File: config.mk
export PLATFORM = sky130hd
export DESIGN_NAME = mem_access_stage
export DESIGN_NICKNAME = d
export VERILOG_FILES = /design/src/rtl/mem_access_stage.sv
export SDC_FILE = /design/constraint.sdc
export NUM_CORES = 1
export LEC_CHECK = 0
export ABC_AREA = 1
export CAP_MARGIN = 30
export CELL_PAD_IN_SITES_DETAIL_PLACEMENT = 1
export CELL_PAD_IN_SITES_GLOBAL_PLACEMENT = 1
export CORE_ASPECT_RATIO = 0.5
export CORE_MARGIN = 5
export CORE_UTILIZATION = 25
export CTS_BUF_LIST = sky130_fd_sc_hd__clkbuf_8 sky130_fd_sc_hd__clkbuf_16
export DETAILED_ROUTE_END_ITERATION = 8
export PLACE_DENSITY_LB_ADDON = 0.3
export RECOVER_POWER = 100
export SLEW_MARGIN = 20
export SYNTH_ARGS = -nofsm -noshare
export SYNTH_HDL_FRONTEND = slang
export SYNTH_SLANG_ARGS = --single-unit
File: constraint.sdc
create_clock -name clk -period 1.5 [get_ports clk]
set_input_delay 0.15 -clock clk [delete_from_list [all_inputs] [get_ports clk]]
set_output_delay 0.15 -clock clk [all_outputs]
set_load 0.01 [all_outputs]
File: src/rtl/mem_access_stage.sv
// Execute-to-memory stage: SPARC V8 loads/stores over a req/ack data port.
// Define MEM_ATOMIC_EN to enable LDSTUB and SWAP (read then write).
module mem_access_stage #(
  parameter int unsigned WAIT_LIMIT = 255
) (
  input  logic        clk,
  input  logic        reset,
  input  logic        MEM_valid_in,
  input  logic [1:0]  MEM_op_in,
  input  logic [5:0]  MEM_op3_in,
  input  logic [63:0] MEM_res_in,
  input  logic [31:0] MEM_store_data_in,
  input  logic [4:0]  MEM_rd_in,
  output logic        MEM_stall_out,
  output logic        dmem_req_out,
  output logic        dmem_we_out,
  output logic [31:0] dmem_addr_out,
  output logic [3:0]  dmem_be_out,
  output logic [31:0] dmem_wdata_out,
  input  logic [31:0] dmem_rdata_in,
  input  logic        dmem_ack_in,
  output logic        MEM_wb_valid_out,
  output logic        MEM_wb_we_out,
  output logic [4:0]  MEM_wb_rd_out,
  output logic [31:0] MEM_wb_data_out,
  output logic        MEM_trap_out,
  output logic [1:0]  MEM_trap_cause_out,
  output logic [31:0] MEM_trap_addr_out
);

  typedef enum logic [1:0] {
    S_IDLE,
    S_REQ,
    S_ATOM_WR
  } state_t;

  localparam logic [1:0] SZ_B = 2'd0;
  localparam logic [1:0] SZ_H = 2'd1;
  localparam logic [1:0] SZ_W = 2'd2;
  localparam logic [7:0] LP_LAST = 8'(WAIT_LIMIT - 1);
  localparam bit LP_TMO_EN = (WAIT_LIMIT != 0);

  state_t r_state;
  state_t w_next;

  logic        r_we;
  logic [31:0] r_addr;
  logic [3:0]  r_be;
  logic [31:0] r_wdata;
  logic [31:0] r_ea;
  logic [4:0]  r_rd;
  logic [1:0]  r_sz;
  logic        r_sx;
  logic        r_is_ld;
  logic        r_atom;
  logic        r_gap;
  logic [7:0]  r_cnt;
  logic [31:0] r_ld_data;

  logic        r_wb_valid;
  logic        r_wb_we;
  logic [4:0]  r_wb_rd;
  logic [31:0] r_wb_data;
  logic        r_trap;
  logic [1:0]  r_trap_cause;
  logic [31:0] r_trap_addr;

  logic        w_ld;
  logic        w_st;
  logic        w_atom;
  logic        w_ill;
  logic        w_sx;
  logic [1:0]  w_sz;
  logic        w_memop;
  logic        w_mis;
  logic        w_acc;
  logic [3:0]  w_be;
  logic [31:0] w_wd;
  logic [31:0] w_ea;
  logic        w_req;
  logic        w_ack;
  logic        w_limit;
  logic        w_tmo;
  logic [31:0] w_ext;
  logic        w_unused_hi;

  assign w_ea        = MEM_res_in[31:0];
  assign w_unused_hi = ^MEM_res_in[63:32];

  always_comb begin
    w_ld   = 1'b0;
    w_st   = 1'b0;
    w_atom = 1'b0;
    w_ill  = 1'b0;
    w_sx   = 1'b0;
    w_sz   = SZ_W;
    if (MEM_op_in == 2'b11) begin
      case (MEM_op3_in)
        6'b000000: w_ld = 1'b1;
        6'b000001: begin
          w_ld = 1'b1;
          w_sz = SZ_B;
        end
        6'b000010: begin
          w_ld = 1'b1;
          w_sz = SZ_H;
        end
        6'b001001: begin
          w_ld = 1'b1;
          w_sz = SZ_B;
          w_sx = 1'b1;
        end
        6'b001010: begin
          w_ld = 1'b1;
          w_sz = SZ_H;
          w_sx = 1'b1;
        end
        6'b000100: w_st = 1'b1;
        6'b000101: begin
          w_st = 1'b1;
          w_sz = SZ_B;
        end
        6'b000110: begin
          w_st = 1'b1;
          w_sz = SZ_H;
        end
`ifdef MEM_ATOMIC_EN
        6'b001101: begin
          w_atom = 1'b1;
          w_sz   = SZ_B;
        end
        6'b001111: w_atom = 1'b1;
`else
        6'b001101, 6'b001111: w_ill = 1'b1;
`endif
        default: ;
      endcase
    end
  end

  assign w_memop = w_ld | w_st | w_atom;
  assign w_mis   = w_memop &
                   (((w_sz == SZ_H) & w_ea[0]) |
                    ((w_sz == SZ_W) & (|w_ea[1:0])));
  assign w_acc   = MEM_valid_in & (r_state == S_IDLE);

  // Big-endian lanes: be[3] is the byte at offset 0.
  always_comb begin
    w_be = 4'b1111;
    w_wd = MEM_store_data_in;
    unique case (1'b1)
      (w_sz == SZ_B): begin
        w_be = 4'b1000 >> w_ea[1:0];
        w_wd = {4{MEM_store_data_in[7:0]}};
      end
      (w_sz == SZ_H): begin
        w_be = w_ea[1] ? 4'b0011 : 4'b1100;
        w_wd = {2{MEM_store_data_in[15:0]}};
      end
      default: ;
    endcase
    if (w_atom && (w_sz == SZ_B))
      w_wd = 32'hFFFF_FFFF;
  end

  function automatic logic [31:0] f_extract(
    input logic [31:0] d,
    input logic [1:0]  lo,
    input logic [1:0]  sz,
    input logic        sx
  );
    logic [7:0]  b;
    logic [15:0] h;
    logic [31:0] r;
    unique case (lo)
      2'd0:    b = d[31:24];
      2'd1:    b = d[23:16];
      2'd2:    b = d[15:8];
      default: b = d[7:0];
    endcase
    h = lo[1] ? d[15:0] : d[31:16];
    r = d;
    if (sz == SZ_B)
      r = sx ? {{24{b[7]}}, b} : {24'd0, b};
    else if (sz == SZ_H)
      r = sx ? {{16{h[15]}}, h} : {16'd0, h};
    return r;
  endfunction

  assign w_ext   = f_extract(dmem_rdata_in, r_ea[1:0], r_sz, r_sx);
  assign w_req   = (r_state == S_REQ) ||
                   ((r_state == S_ATOM_WR) && !r_gap);
  assign w_ack   = w_req & dmem_ack_in;
  assign w_limit = LP_TMO_EN && (r_cnt == LP_LAST);
  assign w_tmo   = w_req & ~dmem_ack_in & w_limit;

  always_ff @(posedge clk or negedge reset) begin
    if (!reset)
      r_state <= S_IDLE;
    else
      r_state <= w_next;
  end

  always_comb begin
    w_next = r_state;
    unique case (r_state)
      S_IDLE: begin
        if (w_acc && w_memop && !w_mis)
          w_next = S_REQ;
      end
      S_REQ: begin
        if (w_ack)
          w_next = r_atom ? S_ATOM_WR : S_IDLE;
        else if (w_tmo)
          w_next = S_IDLE;
      end
      S_ATOM_WR: begin
        if (w_ack || w_tmo)
          w_next = S_IDLE;
      end
      default: w_next = S_IDLE;
    endcase
  end

  always_ff @(posedge clk or negedge reset) begin
    if (!reset) begin
      r_we         <= 1'b0;
      r_addr       <= '0;
      r_be         <= '0;
      r_wdata      <= '0;
      r_ea         <= '0;
      r_rd         <= '0;
      r_sz         <= SZ_W;
      r_sx         <= 1'b0;
      r_is_ld      <= 1'b0;
      r_atom       <= 1'b0;
      r_gap        <= 1'b0;
      r_cnt        <= '0;
      r_ld_data    <= '0;
      r_wb_valid   <= 1'b0;
      r_wb_we      <= 1'b0;
      r_wb_rd      <= '0;
      r_wb_data    <= '0;
      r_trap       <= 1'b0;
      r_trap_cause <= '0;
      r_trap_addr  <= '0;
    end else begin
      r_wb_valid <= 1'b0;
      r_trap     <= 1'b0;
      if (w_acc) begin
        if (w_ill || w_mis) begin
          r_trap       <= 1'b1;
          r_trap_cause <= w_ill ? 2'b11 : 2'b01;
          r_trap_addr  <= w_ea;
        end else if (w_memop) begin
          r_we    <= w_st;
          r_addr  <= {w_ea[31:2], 2'b00};
          r_be    <= w_be;
          r_wdata <= w_wd;
          r_ea    <= w_ea;
          r_rd    <= MEM_rd_in;
          r_sz    <= w_sz;
          r_sx    <= w_sx;
          r_is_ld <= w_ld | w_atom;
          r_atom  <= w_atom;
          r_gap   <= 1'b0;
          r_cnt   <= '0;
        end else begin
          r_wb_valid <= 1'b1;
          r_wb_we    <= (MEM_op_in != 2'b11) && (MEM_rd_in != 5'd0);
          r_wb_rd    <= MEM_rd_in;
          r_wb_data  <= w_ea;
        end
      end else if (w_ack && (r_state == S_REQ) && r_atom) begin
        r_ld_data <= w_ext;
        r_we      <= 1'b1;
        r_gap     <= 1'b1;
        r_cnt     <= '0;
      end else if (w_ack) begin
        r_we       <= 1'b0;
        r_wb_valid <= 1'b1;
        r_wb_we    <= r_is_ld && (r_rd != 5'd0);
        r_wb_rd    <= r_rd;
        r_wb_data  <= r_atom ? r_ld_data : (r_is_ld ? w_ext : 32'd0);
      end else if (w_tmo) begin
        r_we         <= 1'b0;
        r_trap       <= 1'b1;
        r_trap_cause <= 2'b10;
        r_trap_addr  <= r_ea;
      end else if (w_req) begin
        r_cnt <= r_cnt + 8'd1;
      end else if (r_state == S_ATOM_WR) begin
        r_gap <= 1'b0;
      end
    end
  end

  assign MEM_stall_out      = (r_state != S_IDLE);
  assign dmem_req_out       = w_req;
  assign dmem_we_out        = r_we;
  assign dmem_addr_out      = r_addr;
  assign dmem_be_out        = r_be;
  assign dmem_wdata_out     = r_wdata;
  assign MEM_wb_valid_out   = r_wb_valid;
  assign MEM_wb_we_out      = r_wb_we;
  assign MEM_wb_rd_out      = r_wb_rd;
  assign MEM_wb_data_out    = r_wb_data;
  assign MEM_trap_out       = r_trap;
  assign MEM_trap_cause_out = r_trap_cause;
  assign MEM_trap_addr_out  = r_trap_addr;

endmodule
==> qor.yml <==
end_kind: "flop"
hold_viol_final: 0
clkSinkCount: 161
syn_inst: 1135
grt_pass1_wl_um: 58400
p_leak_nw: 7.14
synth_top_family_by_area: "simple AND/OR/NAND/NOR gates"
cap_violations: 0
synth.area.top_cells: "dfrtp_1, nand2_1, o21ai_0"
fin_crit_ns: 1.68
yosysUniqueCellTypes: 39
final.setup.tns_ns: -20.48
multi_input_area_um2: 4800
gp_congestion: 0.903
synth-simple-area-share: 0.300
ys_seq_elements: 161
instances_no_fill: 1943
drive_above_1_share: 0.319
grt_pass1_vias: 9905
critPathRequiredTime_ns: 1.83
cts_tree: "yes"
ys.flop_type: "dfrtp_1"
yosysTopAreaCellShare: 0.471
synth_fa_ha_area_frac: 0.00295
cp.arrival_ns: 2.02
drt-pass1-iter-count: 5
hold_class: "input port to flop"
yosys_warnings: 0
cts_buffers: 17
crit_path_start_kind: "flop"
final_core_utilization: 0.444
min_from: "MEM_res_in[15]"
min_period_over_period: 1.12
nFillCells: 3828
tightestPinTransition_ns: 0.879
peakVddDrop_uv: 663
drcViolationCount: 0
place_hpwl_um: 27600
cts.reportedPaths.clkPinSlew_ns: 0.07
slew_violations: 0
dieArea_um2: 38000
synth_area_per_cell_um2: 7.48
wl_per_cell_um: 21.3
cts_root_buf: "clkbuf_16"
core_um2: 33300
htree_levels: 4
grt_max_degree: 50
critical_path_class: "flop to flop"
yosysSeqAreaShare: 0.474
synth_compound_area_frac: 0.118
portBuffers: 255
grt_usage: 0.196
dp_cells: 1846
fmax_mhz: 594
seq_area_um2: 4030
finish.instance_area_um2: 14800
synth_area_leader_cell: "dfrtp_1"
async_reset_ff_frac: 1.00
area_growth_pct: 74.0
die_x_um: 271
slew_headroom: 0.414
overflow: 0
finalWorstSetupSlack_ns: -0.185
clock_skew_ns: 0.0138
num_rows: 47
cts.path.max_buffers: 2
die_h_um: 140
synth_commonest_cells: "nand2_1, dfrtp_1, o21ai_0"
initial_utilization: 0.255
fin_nets: 1634
antenna_found_initial: 2
drtAntennaViolNets: 0
p_per_area_nw_per_um2: 965
r2r-start: "r_state[0]"
setup_violations: 159
status: "complete, but fails checks"
clock_latency_ns: 0.45
place_area_um2: 12100
first_iter_violations: 482
holdWs_ns: 0.286
drt_wl_total_um: 41400
viasPerCell: 4.82
synth-xor-area-share: 0.00412
synth-edff-count: 0
yosysMostFrequentCell: "nand2_1"
crit_fanout: 6
crit_path_start: "r_state[0]"
synthesis.area_um2: 8490
failed_checks: "negative setup slack"
rsz0062_at_grt: "yes"
vias: 9365
synth_mux_area_frac: 0
ios: 290
==> registers in the layout, indices dropped and copies added (netlist names), 2 cells and up <==
signal and count:
r_ea 31, r_sz 2, MEM_trap_addr_out 32, MEM_trap_cause_out 2, r_cnt 8, dmem_be_out 4
r_rd 5, MEM_wb_rd_out 5, dmem_wdata_out 32, MEM_wb_data_out 32
==> kinds of logic after synthesis <==
| logic type | after synthesis |
|---|---|
| flops | 161 |
| compound gates | 184 |
| buf+inv | 170 |
| other cells | 1 |
| simple gates | 613 |
| xor+xnor | 4 |
| fa+ha+maj | 2 |
==> critical path: stages, from the launching register on <==
cell and delay, ns:
dfrtp_1 0.43, buf_6 0.14, nor2_4 0.16, buf_6 0.14, nand4_1 0.12, buf_6 0.17, buf_12 0.15, buf_12 0.14
nand2_4 0.06, nand3_2 0.06
==> per-layer routing <==
layer / global-route usage / share of wire
met1: 0.237 / 0.41
met2: 0.359 / 0.53
met3: 0.0304 / 0.029
met4: 0.0644 / 0.025
met5: 0 / 0
==> final timing paths <==
kind / end / slack [ns] / depth (start not counted)
max: dmem_be_out[1] / -0.18 / 9
max reg2reg: dmem_be_out[1] / -0.18 / 9
min reg2reg: MEM_trap_addr_out[12] / 0.47 / 2
min in group asynchronous: dmem_wdata_out[22] / 0.35 / 2
min: r_ea[15] / 0.29 / 3
max in group asynchronous: r_sz[0] / 0.19 / 3
==> layout make-up <==
| type | instances | area share |
|---|---|---|
| multi-input cells | 806 | 0.325 |
| clock inverters | 13 | 0.0109 |
| flip-flops and latches | 161 | 0.273 |
| diodes | 2 | 0.000339 |
| repair buffers | 428 | 0.304 |
| inverters | 73 | 0.0189 |
| well taps | 441 | 0.0373 |
| clock buffers | 19 | 0.0306 |
==> cells in the final DEF, fill, tap and decap left out, drive strengths merged, types with 10 or more instances in the layout <==
master           n
a21oi           17
buf            160
clkbuf          59
clkdlybuf4s25   79
clkdlybuf4s50  112
dfrtp          160
dlygate4sd2     36
inv             77
nand2          454
nand3           99
nor2            37
nor3            10
o21ai          135
o21bai          15
==> timing repair <==
action / CTS / global route
endpoints found under the hold margin: 160 / 0
setup endpoints to repair: 300 / 267
hold buffers: 1 / 0
pin swaps: 15 / 53
setup buffers: 23 / 17
gates cloned: 10 / 18
gates resized for setup: 163 / 441
==> report_power, final <==
group          internal [mW]  switching, mW  total (mW)
registers               4.90          0.460        5.36
logic                   1.96           2.18        4.14
clock network           2.71           2.05        4.76
==> per-stage QoR <==
stage | power, mW | setup slack [ns]
2_1_floorplan | 6.84 | -0.0251
3_3_place_gp | 8.90 | -0.465
3_5_place_dp | 9.00 | -0.554
4_1_cts | 14.0 | -0.140
5_1_grt | 14.9 | -0.226
6_report | 14.3 | -0.185
(Power assumes the default switching activity.)
==> variant 1 (same settings) <==
Build with the macro `MEM_ATOMIC_EN` defined.
--- a/src/rtl/mem_access_stage.sv
+++ b/src/rtl/mem_access_stage.sv
@@ -2,2 +2,4 @@
 // Define MEM_ATOMIC_EN to enable LDSTUB and SWAP (read then write).
+`define MEM_ATOMIC_EN
+
 module mem_access_stage #(
Check against the original RTL: not settled (the Yosys comparison gave no result); the edit may change what the design does.
==> variant 1 against the unedited design <==
  * The flow still finishes with violations (setup timing)
  * Wire length is 14% higher
  * Critical endpoint is now r_rd[3]$_DFFE_PN0P_
  * Non-clock buffer count rose by 10
  * Area after synthesis rose by 23%
  * Power up 33%
  * Combinational power rose by 76%
  * Sequential cell count rose by 35
  * Hold slack worse by 35 ps
  * Setup slack lost 210 ps
  * Clock skew decreased by 2.6 ps
  * Die area is 22% higher
  * Final area grew 11%
==> variant 1: results (changes against the unedited design) <==
Final layout
  • Ant diodes: 0 (-2)

Drt
  • Post-Route WL: 47.2 mm (+14%)
  • Post-Route M1 WL: 20.7 mm (+21%)
  • Met3 WL: 1.74 mm (+43%)
  • Vias post-DR: 11.0k (+17%)
  • 1st-iter DRT viols: 652 (+35%)

Status
  • Failing checks: setup timing
  • Outcome: complete, but fails checks

Clocking
  • Postcts setup bufs: 21 (-8.7%)

Power
  • Switching Power: 6860 uW (+46%)
  • Leak: 0.00839 uW (+18%)
  • IR Drop Worst-Case VDD: 863 uV (+30%)

Global route
  • Met1 Usage GRT: 23.3% (-0.43 points)
  • GRT Util Overall: 18.6% (-0.98 points)
  • First-pass GRT wire length: 66.9 mm (+15%)
  • GR Util met2: 34.0% (-1.9 points)

Worst setup path
  • Crit Path Max Fanout: 13 (+7)

Placement
  • Post-Place Worst Slack: -637 ps (-83.6 ps)

Logic synthesis
  • Post-synth top cells: nand2_1, dfrtp_1, nand3_1
  • Synth top area cells: dfrtp_1, nand2_1, nand3_1
  • Synth unique cells: 37 (-5.1%)

STA
  • Fin Setup TNS: -51590 ps (-31110 ps)
  • Clk_skew: 11.2 ps (-2.61 ps)
  • Final WS setup: -391 ps (-206 ps)
  • Setup violators final: 310 (+95%)
==> variant 1: cell families (layout without fill, tap and decap cells) <==
| group | after synthesis | after routing | synth area share, % |
|---|---|---|---|
| xor gates and xnor gates | 2 | 2 | 0.167 |
| DFF | 196 | 196 | 46.9 |
| other | 1 | 2 | 0.0358 |
| and+or+nand+nor | 930 | 930 | 35.5 |
| adders and majority gates | 2 | 2 | 0.239 |
| buffers and inverters | 202 | 566 | 9.51 |
| AOI/OAI and AO/OA | 141 | 141 | 7.65 |
==> variant 1: area by class of cell <==
| cell class | count | area, sq um |
|---|---|---|
| Timing Repair inverter | 1 | 7.51 |
| Clock inverter | 13 | 104 |
| Sequential cell | 196 | 4910 |
| Multi-Input combinational cell | 1077 | 5020 |
| Fill cell | 5024 | 25200 |
| Timing Repair Buffer | 438 | 4890 |
| Tap cell | 550 | 688 |
| Clock buffer | 19 | 453 |
| Inverter | 95 | 400 |
==> variant 1: tightest hold or removal path, cell delays in order <==
cell	delay (ps)
clkdlybuf4s50_1	410
nand2_1	70
nand2_1	40
==> variant 1: path summary, 6_finish.rpt <==
| kind | end | cells after the start | start |
|---|---|---|---|
| setup / recovery | r_rd[3]$_DFFE_PN0P_ | 11 | r_state[1]$_DFFE_PN0P_ |
| hold / removal | r_ea[3]$_DFFE_PN0P_ | 3 | MEM_res_in[3] |
| setup reg to reg | r_rd[3]$_DFFE_PN0P_ | 11 | r_state[1]$_DFFE_PN0P_ |
| hold reg to reg | MEM_trap_addr_out[18]$_DFFE_PN0P_ | 2 | MEM_trap_addr_out[18]$_DFFE_PN0P_ |
| max in group asynchronous | MEM_trap_addr_out[13]$_DFFE_PN0P_ | 3 | reset |
| min in group asynchronous | MEM_trap_cause_out[0]$_DFFE_PN0P_ | 2 | reset |
==> variant 2 (config.mk and constraints unchanged) <==
Made on the original files. Make the reset (`reset`) synchronous in 2 clocked blocks.
--- a/src/rtl/mem_access_stage.sv
+++ b/src/rtl/mem_access_stage.sv
@@ -196,3 +196,3 @@
 
-  always_ff @(posedge clk or negedge reset) begin
+  always_ff @(posedge clk) begin
     if (!reset)
@@ -224,3 +224,3 @@
 
-  always_ff @(posedge clk or negedge reset) begin
+  always_ff @(posedge clk) begin
     if (!reset) begin
Check against the original RTL: not settled (the Yosys comparison gave no result); the edit may change what the design does.
==> variant 2 against the unedited design <==
  * The run still ends with setup timing left
  * Wire length shrank 4.0%
  * Die area decreased by 2.3%
  * Sequential cell count unchanged
  * Final area shrank 5.3%
  * Area after synthesis down 2.4%
  * Setup slack gained 140 ps
  * Final cell count up 5.1%
  * Highest routed layer unchanged
Power is not compared: it rests on default switching activity, and its combinational part moved more than twofold at a synthesized area within 25%.
==> variant 2: results (changes against the unedited design) <==
Drt
  • DR WL/cell: 19.4 um (-8.7%)
  • 1st-iter DRT viols: 556 (+15%)

STA
  • Clk_skew: 11.1 ps (-2.70 ps)
  • Final WS setup: -40.5 ps (+144 ps)
  • Setup violators final: 69 (-57%)
  • Fin Setup TNS: -868 ps (+19610 ps)
  • Slew HR: 63.0% (+22 points)

Global route
  • First-pass GRT wire length: 58.4 mm (about the same)
  • GRT Util Overall: 20.0% (+0.39 points)

Logic synthesis
  • Post-synthesis sequential area ratio: 38.9% (-8.6 points)
  • Synth top area cells: dfxtp_1, nand2_1, nor2_1
  • Synth Area in Compound Gates: 16.7% (+4.9 points)
  • Synth unique cells: 35 (-10%)
  • Post-Synth Adder-Cell Area: 0.302% (+0.0073 points)
  • Post-Synth XOR/XNOR Area: 0% (-0.41 points)

Worst setup path
  • R2R Setup Slk: -30 ps (+150 ps)
  • Reg2reg start: r_state[0]$_SDFFE_PN0P_
  • Crit Path Max Fanout: 8 (+2)
  • Worst r2r dst: MEM_wb_data_out[21]$_SDFFE_PN0P_
  • Path depth of the worst reg2reg path: 10 (+1)

Status
  • Outcome: complete, but fails checks
  • Failing checks: setup timing

Hold path
  • Hold Path Origin: MEM_res_in[0]
  • Min-Delay Endpoint: r_ea[0]$_SDFFE_PN0P_

Final layout
  • Layout net count: 1734 (+6.1%)
## variant 2: changes by cell type after synthesis, moves of 5 or more
cell      change
nor3_1        -7
o21bai_1     +20
a21oi_1      +87
dfrtp_1     -160
clkbuf_1     +13
nand2_1     -102
inv_1         +5
nor2_1      +183
nand3_1      -16
o211ai_1      +6
o21ai_1      -17
o21ai_0      -28
dfxtp_1     +161
## variant 2: through the flow
| stage | utilization, % | cell area (sq um) | power (uW) | instances | hold slack (ps) |
|---|---|---|---|---|---|
| finish | 42.6 | 14000 | 11200 | 2043 | 201 |
| global route | 42.6 | 14000 | 11700 | 2043 | 216 |
| CTS | 39.4 | 13000 | 11200 | 2021 | 201 |
| detailed placement | 35.9 | 11800 | 6340 | 1966 | 449 |
| global placement | 35.9 | 11800 | 6310 | 1966 | 440 |
| floorplan | - | 8300 | 5300 | 1272 | 285 |
## variant 2: power groups by stage
stage / clock network [uW] / registers (uW) / logic (uW)
4_1_cts: 4910 / 4520 / 1770
3_3_place_gp: 0 / 4620 / 1690
5_1_grt: 5110 / 4540 / 2020
3_5_place_dp: 0 / 4620 / 1720
6_report: 4830 / 4530 / 1880
2_1_floorplan: 0 / 4650 / 646
## variant 2: worst max-delay path: stages
cell and delay, ps:
dlygate4sd2_1 260, nor2_4 140, buf_4 150, nand4_1 190, nand3_4 130, buf_6 120
nand2_4 50, nor2_4 150, buf_12 180, buf_16 180, o21ai_2 80, a21oi_2 130
## variant 2: layer usage
metal	wire length, um	GRT usage [%]
met3	1470	3.14
met1	17000	24.7
met2	20400	35.9
met4	878	6.19
met5	0	0
## variant 2: timing repair
item	CTS	global route
gates resized for setup	242	280
buffers inserted	16	10
cloned	9	11
endpoints found under the setup margin	278	150
pin swaps	19	127
hold endpoints to repair	0	0
hold buffers	0	0
## variant 2: how the worst max path moves through the flow
stage / from / endpoint / slack [ps] / depth (start not counted)
5_1_grt: MEM_op3_in[5] / r_rd[0]$_SDFFE_PN0P_ / -90 / 12
2_1_floorplan: r_sz[1]$_SDFFE_PN1P_ / MEM_wb_data_out[2]$_SDFFE_PN0P_ / 3 / 10
6_report: MEM_op3_in[5] / r_rd[0]$_SDFFE_PN0P_ / -40 / 12
4_1_cts: r_cnt[0]$_SDFFE_PN0P_ / MEM_trap_addr_out[21]$_SDFFE_PN0P_ / -100 / 10
3_3_place_gp: MEM_op3_in[1] / dmem_wdata_out[23]$_SDFFE_PN0P_ / -610 / 12
3_5_place_dp: MEM_op3_in[1] / MEM_trap_addr_out[3]$_SDFFE_PN0P_ / -660 / 14
## variant 2: cell type report
class	instances	area, sq um
well taps	441	552
flip-flops and latches	161	3230
clock buffers	21	480
fillers	3941	18900
multi-input cells	923	5010
diodes	2	5.00
inverters	79	319
repair buffers	405	4230
clock inverters	11	160
